### config.mk
export PLATFORM = sky130hd
export DESIGN_NAME = pixel_drain
export DESIGN_NICKNAME = d
export VERILOG_FILES = /design/src/rtl/pixel_drain.sv
export SDC_FILE = /design/constraint.sdc
export NUM_CORES = 1
export LEC_CHECK = 0
export ABC_CLOCK_PERIOD_IN_PS = 2700
export BUFFER_PORTS_ARGS = -buffer_cell sky130_fd_sc_hd__buf_2
export CAP_MARGIN = 10
export CORE_ASPECT_RATIO = 1.75
export CORE_MARGIN = 5
export CORE_UTILIZATION = 50
export CTS_BUF_LIST = sky130_fd_sc_hd__clkbuf_4 sky130_fd_sc_hd__clkbuf_8
export DETAILED_ROUTE_END_ITERATION = 12
export PLACE_DENSITY = 0.72
export SLEW_MARGIN = 20
export SYNTH_ARGS = -nofsm -noshare
export SYNTH_HDL_FRONTEND = slang
export SYNTH_SLANG_ARGS = --single-unit
### constraint.sdc
create_clock -name clk -period 2.7 [get_ports clk]
set_clock_uncertainty 0.2 [all_clocks]
set_input_delay 0.405 -clock clk [delete_from_list [all_inputs] [get_ports clk]]
set_output_delay 0.405 -clock clk [all_outputs]
set_load 0.02 [all_outputs]
### src/rtl/pixel_drain.sv
// pixel_drain
//   Receive-side master that pulls one frame over a req/ack pixel handshake,
//   buffers the pixels in a small FIFO and presents them on a valid/ready
//   stream tagged with start-of-frame, end-of-line and end-of-frame markers.
//   A 32-bit checksum of the accepted pixels is accumulated, and done pulses
//   for one cycle once the final pixel has left the FIFO.
//
// Ports
//   clk        clock
//   xrst       synchronous active-low reset
//   start      one-cycle pulse that begins a frame pull (honoured only in IDLE)
//   pixel_in   24-bit RGB pixel from the responder
//   rcv_req    pixel request to the responder
//   rcv_ack    responder ack; a pixel transfers on rcv_req && rcv_ack
//   out_pixel  FIFO head pixel
//   out_sof    head is pixel (0,0)
//   out_eol    head is the last pixel of a line
//   out_eof    head is the last pixel of the frame
//   out_valid  FIFO not empty
//   out_ready  sink accepts the head on out_valid && out_ready
//   busy       a frame pull is in progress
//   done       one-cycle pulse when the frame has fully drained
//   checksum   sum mod 2^32 of {8'h0,pixel} over accepted pixels

module pixel_drain #(
  parameter int WIDTH      = 640,
  parameter int HEIGHT     = 480,
  parameter int FIFO_DEPTH = 4
) (
  input  logic        clk,
  input  logic        xrst,
  input  logic        start,
  input  logic [23:0] pixel_in,
  output logic        rcv_req,
  input  logic        rcv_ack,
  output logic [23:0] out_pixel,
  output logic        out_sof,
  output logic        out_eol,
  output logic        out_eof,
  output logic        out_valid,
  input  logic        out_ready,
  output logic        busy,
  output logic        done,
  output logic [31:0] checksum
);

  localparam int XW    = (WIDTH  > 1) ? $clog2(WIDTH)  : 1;
  localparam int YW    = (HEIGHT > 1) ? $clog2(HEIGHT) : 1;
  localparam int TOTAL = WIDTH * HEIGHT;
  localparam int CW    = $clog2(TOTAL);
  localparam int AW    = $clog2(FIFO_DEPTH);
  localparam int EW    = 27;

  localparam logic [XW-1:0] X_LAST    = XW'(WIDTH - 1);
  localparam logic [YW-1:0] Y_LAST    = YW'(HEIGHT - 1);
  localparam logic [CW-1:0] CNT_LAST  = CW'(TOTAL - 1);
  localparam logic [AW:0]   FILL_FULL = (AW+1)'(FIFO_DEPTH);
  localparam logic [AW:0]   FILL_ONE  = (AW+1)'(1);

  typedef enum logic [1:0] {
    S_IDLE,
    S_RUN,
    S_FLUSH,
    S_DONE
  } state_t;

  state_t          state;
  state_t          state_next;

  logic [XW-1:0]   x;
  logic [YW-1:0]   y;
  logic [CW-1:0]   count;
  logic [31:0]     sum;

  logic [EW-1:0]   mem [FIFO_DEPTH];
  logic [AW-1:0]   wr_ptr;
  logic [AW-1:0]   rd_ptr;
  logic [AW:0]     fill;
  logic [EW-1:0]   head;

  logic            push;
  logic            pop;
  logic            last_px;
  logic            sof_in;
  logic            eol_in;

  // Request is purely registered state, so the responder never sees a
  // combinational path from its own ack back into req.
  assign rcv_req   = (state == S_RUN) && (fill < FILL_FULL);
  assign push      = rcv_req && rcv_ack;
  assign out_valid = (fill != '0);
  assign pop       = out_valid && out_ready;

  assign last_px = (count == CNT_LAST);
  assign sof_in  = (x == '0) && (y == '0);
  assign eol_in  = (x == X_LAST);

  // The storage array is not reset, so the head is masked while empty to
  // keep the stream outputs at zero after reset.
  assign head      = mem[rd_ptr];
  assign out_pixel = out_valid ? head[26:3] : '0;
  assign out_sof   = out_valid && head[2];
  assign out_eol   = out_valid && head[1];
  assign out_eof   = out_valid && head[0];

  assign busy     = (state != S_IDLE);
  assign done     = (state == S_DONE);
  assign checksum = sum;

  always_ff @(posedge clk) begin
    if (!xrst) begin
      state <= S_IDLE;
    end else begin
      state <= state_next;
    end
  end

  // FLUSH leaves on the edge that pops the last entry, so done follows the
  // final pop by one cycle.
  always_comb begin
    state_next = state;
    case (state)
      S_IDLE: begin
        if (start) begin
          state_next = S_RUN;
        end
      end
      S_RUN: begin
        if (push && last_px) begin
          state_next = S_FLUSH;
        end
      end
      S_FLUSH: begin
        if ((fill == '0) || ((fill == FILL_ONE) && pop)) begin
          state_next = S_DONE;
        end
      end
      S_DONE: begin
        state_next = S_IDLE;
      end
      default: begin
        state_next = S_IDLE;
      end
    endcase
  end

  // Position counters and checksum; cleared when a new frame starts so the
  // checksum of the previous frame stays visible until then.
  always_ff @(posedge clk) begin
    if (!xrst) begin
      x     <= '0;
      y     <= '0;
      count <= '0;
      sum   <= '0;
    end else if ((state == S_IDLE) && start) begin
      x     <= '0;
      y     <= '0;
      count <= '0;
      sum   <= '0;
    end else if (push) begin
      sum <= sum + {8'h00, pixel_in};
      if (!last_px) begin
        count <= count + 1'b1;
      end
      if (x == X_LAST) begin
        x <= '0;
        y <= (y == Y_LAST) ? '0 : y + 1'b1;
      end else begin
        x <= x + 1'b1;
      end
    end
  end

  always_ff @(posedge clk) begin
    if (push) begin
      mem[wr_ptr] <= {pixel_in, sof_in, eol_in, last_px};
    end
  end

  // Pointers wrap naturally because the depth is a power of two.
  always_ff @(posedge clk) begin
    if (!xrst) begin
      wr_ptr <= '0;
      rd_ptr <= '0;
      fill   <= '0;
    end else begin
      if (push) begin
        wr_ptr <= wr_ptr + 1'b1;
      end
      if (pop) begin
        rd_ptr <= rd_ptr + 1'b1;
      end
      case ({push, pop})
        2'b10:   fill <= fill + 1'b1;
        2'b01:   fill <= fill - 1'b1;
        default: fill <= fill;
      endcase
    end
  end

endmodule

Word level (Yosys, flattened, before mapping). Memory sizes are Yosys's and may differ from the RTL's. A register that Yosys moved wholly into a read port is not among the register bits. Cells that the tools add are included.

Register bits after elaboration: 79. Output and inout bits: 63. Input port bits: 29. Logic and storage cells: 66. Memory bits (writable): 108. Memories: 1.

Order comparisons: 1. Bitwise operators: 2. Multiplexer cells: 12. Equal/unequal tests: 12. Reduce and logical (&&, ||, !) cells: 22. Add/sub/neg operators: 8.

Memory list: mem (depth 4, width 27, read ports 1, clocked after memory_dff 1, write ports 1, line 75) `logic [EW-1:0] mem [FIFO_DEPTH];`.

Operator list (count): adder 32 x 24 -> 32 bit (1); two-way mux 24 bit (1); adder 19 x 1 -> 19 bit (second input constant) (1); equality test 19 bit (second input constant) (1); adder 10 x 1 -> 10 bit (second input constant) (1); equality test 10 bit (second input constant) (1); logical AND 1 bit (10); logical NOT 10 bit (1); two-way mux 10 bit (1); two-way mux 2 bit (5); adder 9 x 1 -> 9 bit (second input constant) (1); equality test 9 bit (second input constant) (1); logical NOT 9 bit (1); two-way mux 9 bit (1); case mux 2 bit (4 select lines) (1); equality test 2 bit (second input constant) (3); case mux 3 bit (2 select lines) (1); adder 2 x 1 -> 2 bit (second input constant) (2); equality test 2 x 1 -> 1 bit (second input constant) (2); inequality test 2 bit (second input constant) (2); AND reduction 2 bit (2); nonzero test 2 bit (2); adder 3 x 1 -> 3 bit (second input constant) (1); equality test 3 x 1 -> 1 bit (second input constant) (1); 11 further kinds (13).

Logic depth before layout (Yosys ltp).
Word-level depth: 6. Depth in mapped cells: 11. Gate-level depth less buffers: 9.

Worst setup path before layout. No wires, ideal clock.

Kind: input port to flip-flop. Start: input pixel_in[0]. End: register sum[18] (netlist: checksum[18]). Stages on the path: 9. Required time: 2.383 ns. Arrival time: 2.536 ns. Library setup time: 0.117 ns. Setup slack: -0.154 ns. Cell sequence: ha_1 > fa_1 > a21o_1 > a221oi_1 > or4_1 > buf_2 > a211oi_1 > or3_1 > a32o_1.

Word-level cells in the longest chain between the ends: 1.

Ends and longest elaborated chain: start, declared (line 33) `input logic [23:0] pixel_in,`; adder 32 x 24 -> 32 bit (line 161) `sum <= sum + {8'h00, pixel_in};`; end signal, assigned (line 161); end, declared (line 73) `logic [31:0] sum;`.

Every way passes these cells. A chain may end at the register's enable or synchronous reset.

Final worst setup path.
Start: input pixel_in[6]. End: register sum[26] (netlist: checksum[26]).

The elaborated chain is that of the path after synthesis.

==> impl_metrics.tcl <==
set metrics [dict create \
    crit_type "input port to register" \
    crit_path_capture_type "register" \
    placed_cells_incl_taps 1168 \
    grt_remaining_overflow 0 \
    detailedPlacementHpwl_um 15160 \
    synth_area_per_cell_um2 11.33 \
    ioPinCount 92 \
    final_layout_size_suffix_gt1_frac 0.2551 \
    cap_viol_max_count 0 \
    setup_viols_final 0 \
    cts_made_buffers 17 \
    ys_top_cells_by_count "edfxtp_1 (108), nand2_1 (86), dfxtp_1 (81)" \
    finalCriticalPeriod_ns 2.639 \
    synthMostInstantiatedCell "edfxtp_1" \
    reg2reg_slack_ns 0.07 \
    synthDominantAreaCellType "edfxtp_1" \
    num_antenna_cells 0 \
    global_route_wire_length_before_repair_um 34250 \
    synth.distinct_cells 64 \
    final_core_utilization 0.6155 \
    mappedNetlistNets 877 \
    coreArea_mm2 0.01797 \
    max-vdd-ir-drop_mv 0.3964 \
    globalRouteTotalUtil 0.2013 \
    hold-path-cell-count 3 \
    gp_congestion 0.9246 \
    remaining_max_slew_budget_at_the_tightest_pin 0.4536 \
    chipWidth_um 112.0 \
    critical_path_arrival_ns 2.79 \
    ant_nets 0 \
    clock-root-buffer "clkbuf_8" \
    groute.layer.met3.usage 0.03599 \
    critical_path.max_fanout 5 \
    fin_crit_sh 0.9775 \
    timing_hold_violations_final 0 \
    finalHoldWorstSlack_ns 0.02096 \
    synth-warning-count 0 \
    largest_net_degree_at_the_start_of_global_routing 38 \
    timing.hold.worst_endpoint "state[1]$_SDFFE_PN0P_" \
    synth_async_reset_ratio 0 \
    first_iter_violations 432 \
    io_buffer_count 91 \
    cts_tree "yes" \
    worstPathRequired_ns 2.85 \
    dpl-instance-area_mm2 0.01036 \
    syn-cell-area_mm2 0.009110 \
    global_route.usage.met2 0.3745 \
    num_rows 65 \
    clkSinkCount 189 \
    netlist.area_leader.share 0.3560 \
    route.detailed.wl_per_inst_um 17.07 \
    fmax_mhz 378.9 \
    final_design_area_no_fill_mm2 0.01106 \
    die_area_mm2 0.02113 \
    grt_most_used_layer "met2" \
    worst-r2r-cell-count 9 \
    drc 0 \
    finalNetCount 1048 \
    holdCritStartpoint "xrst" \
    postSynth.topFlopCell "edfxtp_1" \
    antenna_found_initial 0 \
    crit-reg2reg-launch "checksum[0]$_SDFFE_PP0P_" \
    post_drt_via_cell_ratio 5.602 \
    cts_htree_levels 4 \
    worst_case_clock_buffer_depth 2 \
    slew_violations 0 \
    synth_area_leaders "edfxtp_1 (36%), dfxtp_1 (18%), mux4_2 (6.7%), ha_1 (5.9%), nand2_1 (3.5%)" \
    power_per_cell_area_mw_per_mm2 730.6 \
    worst_setup_hold_path_clk_slew_ns 0.10 \
    worst_hold_path_type "input port to register" \
    area_growth_syn_to_layout_pct 21.43 \
    grt_setup_unrepaired "true" \
    r2r_end "checksum[18]$_SDFFE_PP0P_" \
    start_util 0.5069 \
    fp.dieH_um 188.6 \
    status "complete, no violations" \
    drtPass1Iterations 6 \
    tightestPinTransition_ns 0.8187 \
    post_synthesis_sequential_element_count 189 \
    routed-via-count 6846 \
    post_synth_inst_count 804 \
    clock_network_latency_to_the_later_pin_of_the_worst_skew_pair_ns 0.46 \
    met1_usage 0.2191 \
    synth_sequential_area_ratio 0.5340 \
    via_count_of_the_first_global_routing_pass 6922 \
    layoutNonFillerInstCount 1222 \
    synth_edf_count 108 \
    start_kind "input port" \
    leakage_nw 4.348 \
    detail_route.wirelength_um 20860 \
]
-- cell type report --
| cell class | instances | area [µm²] |
|---|---|---|
| Clock buffer | 20 | 256.5 |
| Timing Repair Buffer | 186 | 1297 |
| Multi-Input combinational cell | 562 | 4116 |
| Clock inverter | 12 | 160.2 |
| Sequential cell | 189 | 4867 |
| Inverter | 19 | 71.32 |
| Fill cell | 1451 | 6912 |
| Tap cell | 234 | 292.8 |
-- through the flow --
step                      setup slack (ns)  total power, mW  TNS (ns)
final                              0.06078            8.082         0
after CTS                         0.009393            8.134         0
after floorplan                   0.001242            5.215         0
after global placement             -0.2292            6.142    -1.404
after detailed placement           -0.2924            6.180    -1.855
after global routing              -0.03642            8.531  -0.05914
-- critical path: stages --
cell and delay (ns):
dlygate4sd3_1 0.54, buf_2 0.16, ha_1 0.31, nand2_1 0.07
or4_4 0.53, buf_6 0.16, a2111oi_4 0.36, o211ai_2 0.12
mux2i_1 0.13
-- where the power goes --
group | internal (mW) | leakage [nW] | switching [mW] | total (mW)
Combinational | 1.16 | 2.51 | 1.63 | 2.78
Clock | 0.956 | 0.208 | 0.993 | 1.95
Sequential | 3.24 | 1.63 | 0.106 | 3.35
Total | 5.35 | 4.35 | 2.73 | 8.08
-- kinds of logic (layout without fill, tap and decap cells) --
logic type / count (synthesis) / after routing / synth area share
buf+inv: 53 / 237 / 0.02266
mux: 36 / 36 / 0.07664
fa+ha+maj: 44 / 44 / 0.06126
flops: 189 / 189 / 0.5340
compound gates: 129 / 129 / 0.09340
simple gates: 305 / 305 / 0.1659
xor+xnor: 48 / 48 / 0.04615
-- what timing repair did --
action                                  in CTS  in global routing
pin swaps                                    0                  1
hold buffers                                18                  0
gates resized for setup                      1                 15
gates cloned                                 0                  0
endpoints found under the setup margin       6                 11
endpoints found under the hold margin       72                  0
setup buffers                                0                  5
-- worst max-delay path by stage --
stage,from,end,slack (ns),cells after the start
detailed placement,pixel_in[0],checksum[18]$_SDFFE_PP0P_,-0.29,10
CTS,checksum[0]$_SDFFE_PP0P_,checksum[18]$_SDFFE_PP0P_,0.009,9
finish,pixel_in[6],checksum[26]$_SDFFE_PP0P_,0.06,9
floorplan,state[1]$_SDFFE_PN0P_,mem[0][0]$_DFFE_PP_,0.001,7
global placement,pixel_in[0],checksum[18]$_SDFFE_PP0P_,-0.23,10
global route,checksum[0]$_SDFFE_PP0P_,checksum[18]$_SDFFE_PP0P_,-0.04,9
-- per-layer routing --
layer  share of wire  routed length, µm  vias to the layer above
li1                -                  -                     3299
met1            0.38               7947                     3346
met2            0.54              11350                      154
met3           0.040                838                       47
met4           0.035                720                        0
met5               0                  0                        -
-- cell usage in the layout (no fill, tap or decap), drive strengths merged, types with 18 or more instances in the layout --
| cell | count |
|---|---|
| a21oi | 43 |
| and2 | 36 |
| and3 | 18 |
| buf | 168 |
| clkbuf | 20 |
| dfxtp | 81 |
| edfxtp | 108 |
| ha | 43 |
| inv | 21 |
| mux4 | 27 |
| nand2 | 86 |
| nand3 | 28 |
| nand4 | 26 |
| nor2 | 63 |
| o21ai | 26 |
| xor2 | 31 |
-- flip-flops by register name, indices dropped and copies added, names as in the netlist, named ones only --
register  count
wr_ptr        2
checksum     32
state         2
fill          3
x            10
mem         108
count        19
y             9
rd_ptr        2
No activity file was read; power rests on OpenSTA's default activity.
